$ cat config.mk
export PLATFORM = sky130hd
export DESIGN_NAME = pipe_alu
export DESIGN_NICKNAME = d
export VERILOG_FILES = /design/src/rtl/pipe_alu.sv
export SDC_FILE = /design/constraint.sdc
export NUM_CORES = 1
export LEC_CHECK = 0
export ABC_AREA = 1
export BUFFER_PORTS_ARGS = -buffer_cell sky130_fd_sc_hd__buf_2
export CORE_MARGIN = 2
export CORE_UTILIZATION = 53
export CTS_BUF_LIST = sky130_fd_sc_hd__clkbuf_2
export DETAILED_ROUTE_END_ITERATION = 6
export PLACE_DENSITY = 0.89
export SYNTH_ARGS = -nofsm -noshare
export SYNTH_HDL_FRONTEND = slang
export SYNTH_SLANG_ARGS = --single-unit
$ cat constraint.sdc
create_clock -name clk -period 1.37 [get_ports clk]
set_input_delay 0 -clock clk [delete_from_list [all_inputs] [get_ports clk]]
set_output_delay 0 -clock clk [all_outputs]
set_load 0.01 [all_outputs]
$ cat src/rtl/pipe_alu.sv
// pipe_alu: single-issue ALU with a bit-serial shifter.
// Combinational opcodes complete on the accepting edge; SLL/SRL shift one
// bit per cycle. The result is held in DONE until the consumer takes it.
module pipe_alu #(
  parameter int WIDTH = 8
) (
  input  logic             clk,
  input  logic             reset,
  input  logic             in_valid,
  output logic             in_ready,
  input  logic [WIDTH-1:0] alu_input_a,
  input  logic [WIDTH-1:0] alu_input_b,
  input  logic [2:0]       alu_opcode,
  output logic             out_valid,
  input  logic             out_ready,
  output logic [WIDTH-1:0] alu_out,
  output logic             zero,
  output logic             carry,
  output logic             overflow
);

  localparam int SW = $clog2(WIDTH) + 1;

  localparam logic [WIDTH-1:0] WIDTH_V = WIDTH'(WIDTH);
  localparam logic [SW-1:0]    WIDTH_S = SW'(WIDTH);

  localparam logic [2:0] OP_AND = 3'b000;
  localparam logic [2:0] OP_ADD = 3'b001;
  localparam logic [2:0] OP_XOR = 3'b010;
  localparam logic [2:0] OP_SLT = 3'b011;
  localparam logic [2:0] OP_SLL = 3'b100;
  localparam logic [2:0] OP_SRL = 3'b101;
  localparam logic [2:0] OP_SNE = 3'b110;
  localparam logic [2:0] OP_OVF = 3'b111;

  typedef enum logic [1:0] {IDLE, SHIFT, DONE} state_t;

  state_t               state;
  logic [WIDTH-1:0]     acc;
  logic [SW-1:0]        cnt;
  logic                 shift_right;

  logic [SW-1:0]        shift_k;
  logic                 is_shift;
  logic [WIDTH-1:0]     eval_res;
  logic                 eval_c;
  logic                 eval_v;
  logic [WIDTH-1:0]     acc_next;

  // Single-cycle result as {overflow, carry, result}. Shift opcodes only
  // reach this path with a zero count, where the result is the operand.
  function automatic logic [WIDTH+1:0] alu_eval(
    input logic [WIDTH-1:0] a,
    input logic [WIDTH-1:0] b,
    input logic [2:0]       op
  );
    logic               [WIDTH:0]   sum;
    logic signed        [WIDTH-1:0] a_s;
    logic signed        [WIDTH-1:0] b_s;
    logic signed        [WIDTH-1:0] s_s;
    logic                           ovf;
    sum = {1'b0, a} + {1'b0, b};
    a_s = a;
    b_s = b;
    s_s = sum[WIDTH-1:0];
    // Two's-complement overflow: like-signed operands, differently signed sum.
    ovf = (a_s[WIDTH-1] == b_s[WIDTH-1]) && (s_s[WIDTH-1] != a_s[WIDTH-1]);
    case (op)
      OP_AND:  alu_eval = {2'b00, a & b};
      OP_ADD:  alu_eval = {ovf, sum[WIDTH], sum[WIDTH-1:0]};
      OP_XOR:  alu_eval = {2'b00, a ^ b};
      OP_SLT:  alu_eval = {2'b00, WIDTH'(a < b)};
      OP_SNE:  alu_eval = {2'b00, WIDTH'(a != b)};
      OP_OVF:  alu_eval = {ovf, 1'b0, WIDTH'(ovf)};
      default: alu_eval = {2'b00, a};
    endcase
  endfunction

  // Shift count saturates at WIDTH so oversize amounts drain to zero.
  always_comb begin
    is_shift = (alu_opcode == OP_SLL) || (alu_opcode == OP_SRL);
    shift_k  = (alu_input_b >= WIDTH_V) ? WIDTH_S : alu_input_b[SW-1:0];
  end

  assign {eval_v, eval_c, eval_res} = alu_eval(alu_input_a, alu_input_b, alu_opcode);

  // One-bit zero-fill step of the serial shifter.
  always_comb begin
    acc_next = shift_right ? (acc >> 1) : (acc << 1);
  end

  assign in_ready  = (state == IDLE);
  assign out_valid = (state == DONE);

  // Control FSM plus result/flag registers; reset clears everything at once.
  always_ff @(posedge clk or posedge reset) begin
    if (reset) begin
      state       <= IDLE;
      acc         <= '0;
      cnt         <= '0;
      shift_right <= 1'b0;
      alu_out     <= '0;
      zero        <= 1'b1;
      carry       <= 1'b0;
      overflow    <= 1'b0;
    end else begin
      case (state)
        IDLE: begin
          if (in_valid) begin
            if (is_shift && (shift_k != '0)) begin
              acc         <= alu_input_a;
              cnt         <= shift_k;
              shift_right <= (alu_opcode == OP_SRL);
              state       <= SHIFT;
            end else begin
              alu_out  <= eval_res;
              zero     <= (eval_res == '0);
              carry    <= eval_c;
              overflow <= eval_v;
              state    <= DONE;
            end
          end
        end
        SHIFT: begin
          acc <= acc_next;
          cnt <= cnt - 1'b1;
          if (cnt == SW'(1)) begin
            alu_out  <= acc_next;
            zero     <= (acc_next == '0);
            carry    <= 1'b0;
            overflow <= 1'b0;
            state    <= DONE;
          end
        end
        DONE: begin
          if (out_ready) begin
            state <= IDLE;
          end
        end
        default: state <= IDLE;
      endcase
    end
  end

endmodule
==> results.sh <==
export IMPL_hold_slack_ns=0.0332
export IMPL_avgSynthCellArea_sq_um=6.74
export IMPL_antenna_found_initial=0
export IMPL_slew_violations=0
export IMPL_drc=0
export IMPL_critical_path_top_delay_family="simple AND/OR/NAND/NOR gates"
export IMPL_syn_cell_area_sq_um=2320
export IMPL_num_antenna_cells=0
export IMPL_nFillCells=317
export IMPL_final_seq_area_sq_um=654
export IMPL_port_buffers=35
export IMPL_yosysUniqueCellTypes=41
export IMPL_ys_warn_count=0
export IMPL_max_freq_mhz=680
export IMPL_cp_data_required_time_ns=1.69
export IMPL_clockBufferDepth=2
export IMPL_hpwl_um=5320
export IMPL_finalSetupViolCount=17
export IMPL_hold_violations=0
export IMPL_layout_commonest_cell="nand2_1"
export IMPL_grt_start_max_net_pins=25
export IMPL_gr_usage_all_layers_pct=29.4
export IMPL_hp_class="in2reg"
export IMPL_crit_path_max_incr_delay_ns=0.43
export IMPL_io_pins=36
export IMPL_tightest_slew_ns=0.351
export IMPL_cap_violations=0
export IMPL_root_buffer="clkbuf_2"
export IMPL_cp_start_kind="flip-flop"
export IMPL_status="finished, violations left"
export IMPL_fin_crit_sh_pct=107
export IMPL_syn_to_final_growth_pct=39.6
export IMPL_slew_headroom_pct=76.6
export IMPL_worst_path_max_fanout=5
export IMPL_drt_wl_total_um=7770
export IMPL_cp_common_cell="nor2_1"
export IMPL_worstPathArrival_ns=1.79
export IMPL_endpoint_kind="flip-flop"
export IMPL_cp_num_buf_inv=1
export IMPL_nets=486
export IMPL_syn_inst=344
export IMPL_die_h_um=70.1
export IMPL_synth_seq_area_share_pct=28.1
export IMPL_period_minus_slack_ns=1.47
export IMPL_cts_buffers=3
export IMPL_core_area_sq_um=4290
export IMPL_mostFrequentLayoutCells="75 x nand2_1, 59 x buf_4, 39 x inv_1, 35 x nor2_1, 35 x buf_2"
export IMPL_die_x_um=70.1
export IMPL_cp_slowest_cell="dfrtp_1"
export IMPL_viasPerCell=5.88
export IMPL_cts_sinks=26
export IMPL_drive_above_1_share_pct=35.0
export IMPL_cts_clk_slew_worst_paths_ns=0.25
export IMPL_cts_tree="yes"
export IMPL_syn_nets=386
export IMPL_crit_type="reg2reg"
export IMPL_gp_congestion=0.969
export IMPL_grt_pass1_vias=2623
export IMPL_start_util_pct=54.0
export IMPL_dr_pass1_iters=5
export IMPL_clock_skew_ns=0.00836
export IMPL_gr_total_overflow=0
export IMPL_multi_input_area_sq_um=1580
export IMPL_antenna_left=0
export IMPL_grt_pass1_wl_um=11600
export IMPL_violations="setup timing"
export IMPL_grt_setup_unrepaired="true"
export IMPL_drt_iter0_drc=320
export IMPL_core_rowCount=24
export IMPL_ys_ff_latch=26
export IMPL_crit_path_cell_trace="inv_2, nand2_4, nand3_1, nor2_1, nand2_1, nor2_1, nand2_1, nor2_1, nand3_1, a21oi_1"
export IMPL_h_tree_depth=1
export IMPL_ir_worst_vdd_v=0.000642
export IMPL_routedWlPerCell_um=15.7
export IMPL_die_area_sq_um=4920
export IMPL_vias=2911
export IMPL_clk_latency_ns=0.37
export IMPL_cellLeakagePower_nw=1.65
export IMPL_worst_slack_ns=-0.100
export IMPL_powerDensity_nw_per_um2=1390
export IMPL_tns_ns=-0.607
-- cell families (layout without fill, tap and decap cells) --
kind of cell,after synthesis,count (layout),share of synthesized area [%]
buffers and inverters,59,157,10.6
and+or+nand+nor,177,178,34.7
DFF,26,26,28.1
adders and majority gates,19,19,10.6
AOI/OAI and AO/OA,61,61,15.3
xor gates and xnor gates,2,2,0.756
-- synth_stat cells, drive strengths merged --
| master | number | share of area, % |
|---|---|---|
| nand2 | 83 | 14 |
| o21bai | 2 | 0.65 |
| ha | 18 | 9.7 |
| a22oi | 1 | 0.32 |
| inv | 50 | 8.2 |
| o211ai | 4 | 1.3 |
| xnor2 | 1 | 0.38 |
| xor2 | 1 | 0.38 |
| buf | 5 | 1.7 |
| nand3 | 30 | 6.7 |
| fa | 1 | 0.86 |
| a21oi | 12 | 2.8 |
| dfrtp | 25 | 27 |
| o21ai | 27 | 5.8 |
| and2 | 1 | 0.27 |
| nor3b | 1 | 0.32 |
| nor4 | 2 | 0.81 |
| nor2 | 45 | 8.6 |
| nor3 | 4 | 0.86 |
| nand4 | 6 | 1.6 |
| a221oi | 1 | 0.38 |
| nand3b | 2 | 0.65 |
| o22ai | 2 | 0.54 |
| or2 | 3 | 0.81 |
| a31oi | 12 | 3.5 |
| dfstp | 1 | 1.1 |
| clkbuf | 4 | 0.65 |
-- tightest hold or removal path, delay by kind of cell --
family | cells | cell delay (ns)
compound gates | 2 | 0.15
buf+inv | 2 | 0.24
-- repair_timing --
item	in CTS	in global routing
hold buffers	4	0
endpoints found under the setup margin	19	26
gates resized for setup	20	41
pin swaps	7	11
setup buffers	3	2
hold endpoints to repair	28	0
gates cloned	0	1
-- final cells by class --
cell class / count / share of cell area [%]
multi-input cells: 260 / 49.0
repair buffers: 103 / 22.1
flip-flops and latches: 26 / 20.2
inverters: 50 / 6.11
well taps: 52 / 2.01
clock buffers: 3 / 0.464
clock inverters: 1 / 0.116
-- power by group --
part / internal [mW] / switching, mW / leakage [nW] / total (mW)
Sequential: 1.13 / 0.243 / 0.311 / 1.38
Combinational: 1.17 / 1.65 / 1.32 / 2.82
Clock: 0.0634 / 0.239 / 0.0140 / 0.303
-- final timing paths --
check	start	endpoint	slack, ns	cells after the start
worst max register to register	state[1]	zero	-0.10	10
worst min-delay path	alu_input_a[0]	acc[0]	0.03	4
worst max-delay path	state[1]	zero	-0.10	10
worst min register to register	overflow	overflow	0.52	2
max in group asynchronous	reset	zero	0.77	4
min in group asynchronous	reset	cnt[0]	0.06	3
-- stage by stage --
| stage | cell area [sq um] | cells | setup slack [ns] | total power, mW | util [%] |
|---|---|---|---|---|---|
| floorplan | 2330 | 344 | -0.0922 | 2.73 | - |
| global placement | 2960 | 481 | -0.339 | 3.50 | 68.9 |
| detailed placement | 2960 | 481 | -0.411 | 3.58 | 68.9 |
| CTS | 3090 | 492 | -0.0871 | 4.03 | 72.0 |
| global route | 3230 | 495 | -0.217 | 4.76 | 75.3 |
| finish | 3230 | 495 | -0.100 | 4.49 | 75.3 |
-- registers in the layout, summed over array words and instances (netlist names) --
register and cells:
zero 1, state 2, carry 1, shift_right 1
cnt 4, acc 8, alu_out 8, overflow 1
-- metal layers --
layer | routed length (um) | track usage (%) | vias to the layer above
met2 | 3890 | 53.7 | 192
li1 | - | - | 1329
met3 | 622 | 1.88 | 50
met4 | 382 | 11.3 | 0
met1 | 2870 | 36.0 | 1340
met5 | 0 | 0 | -
Power figures use the tool's default switching activity.
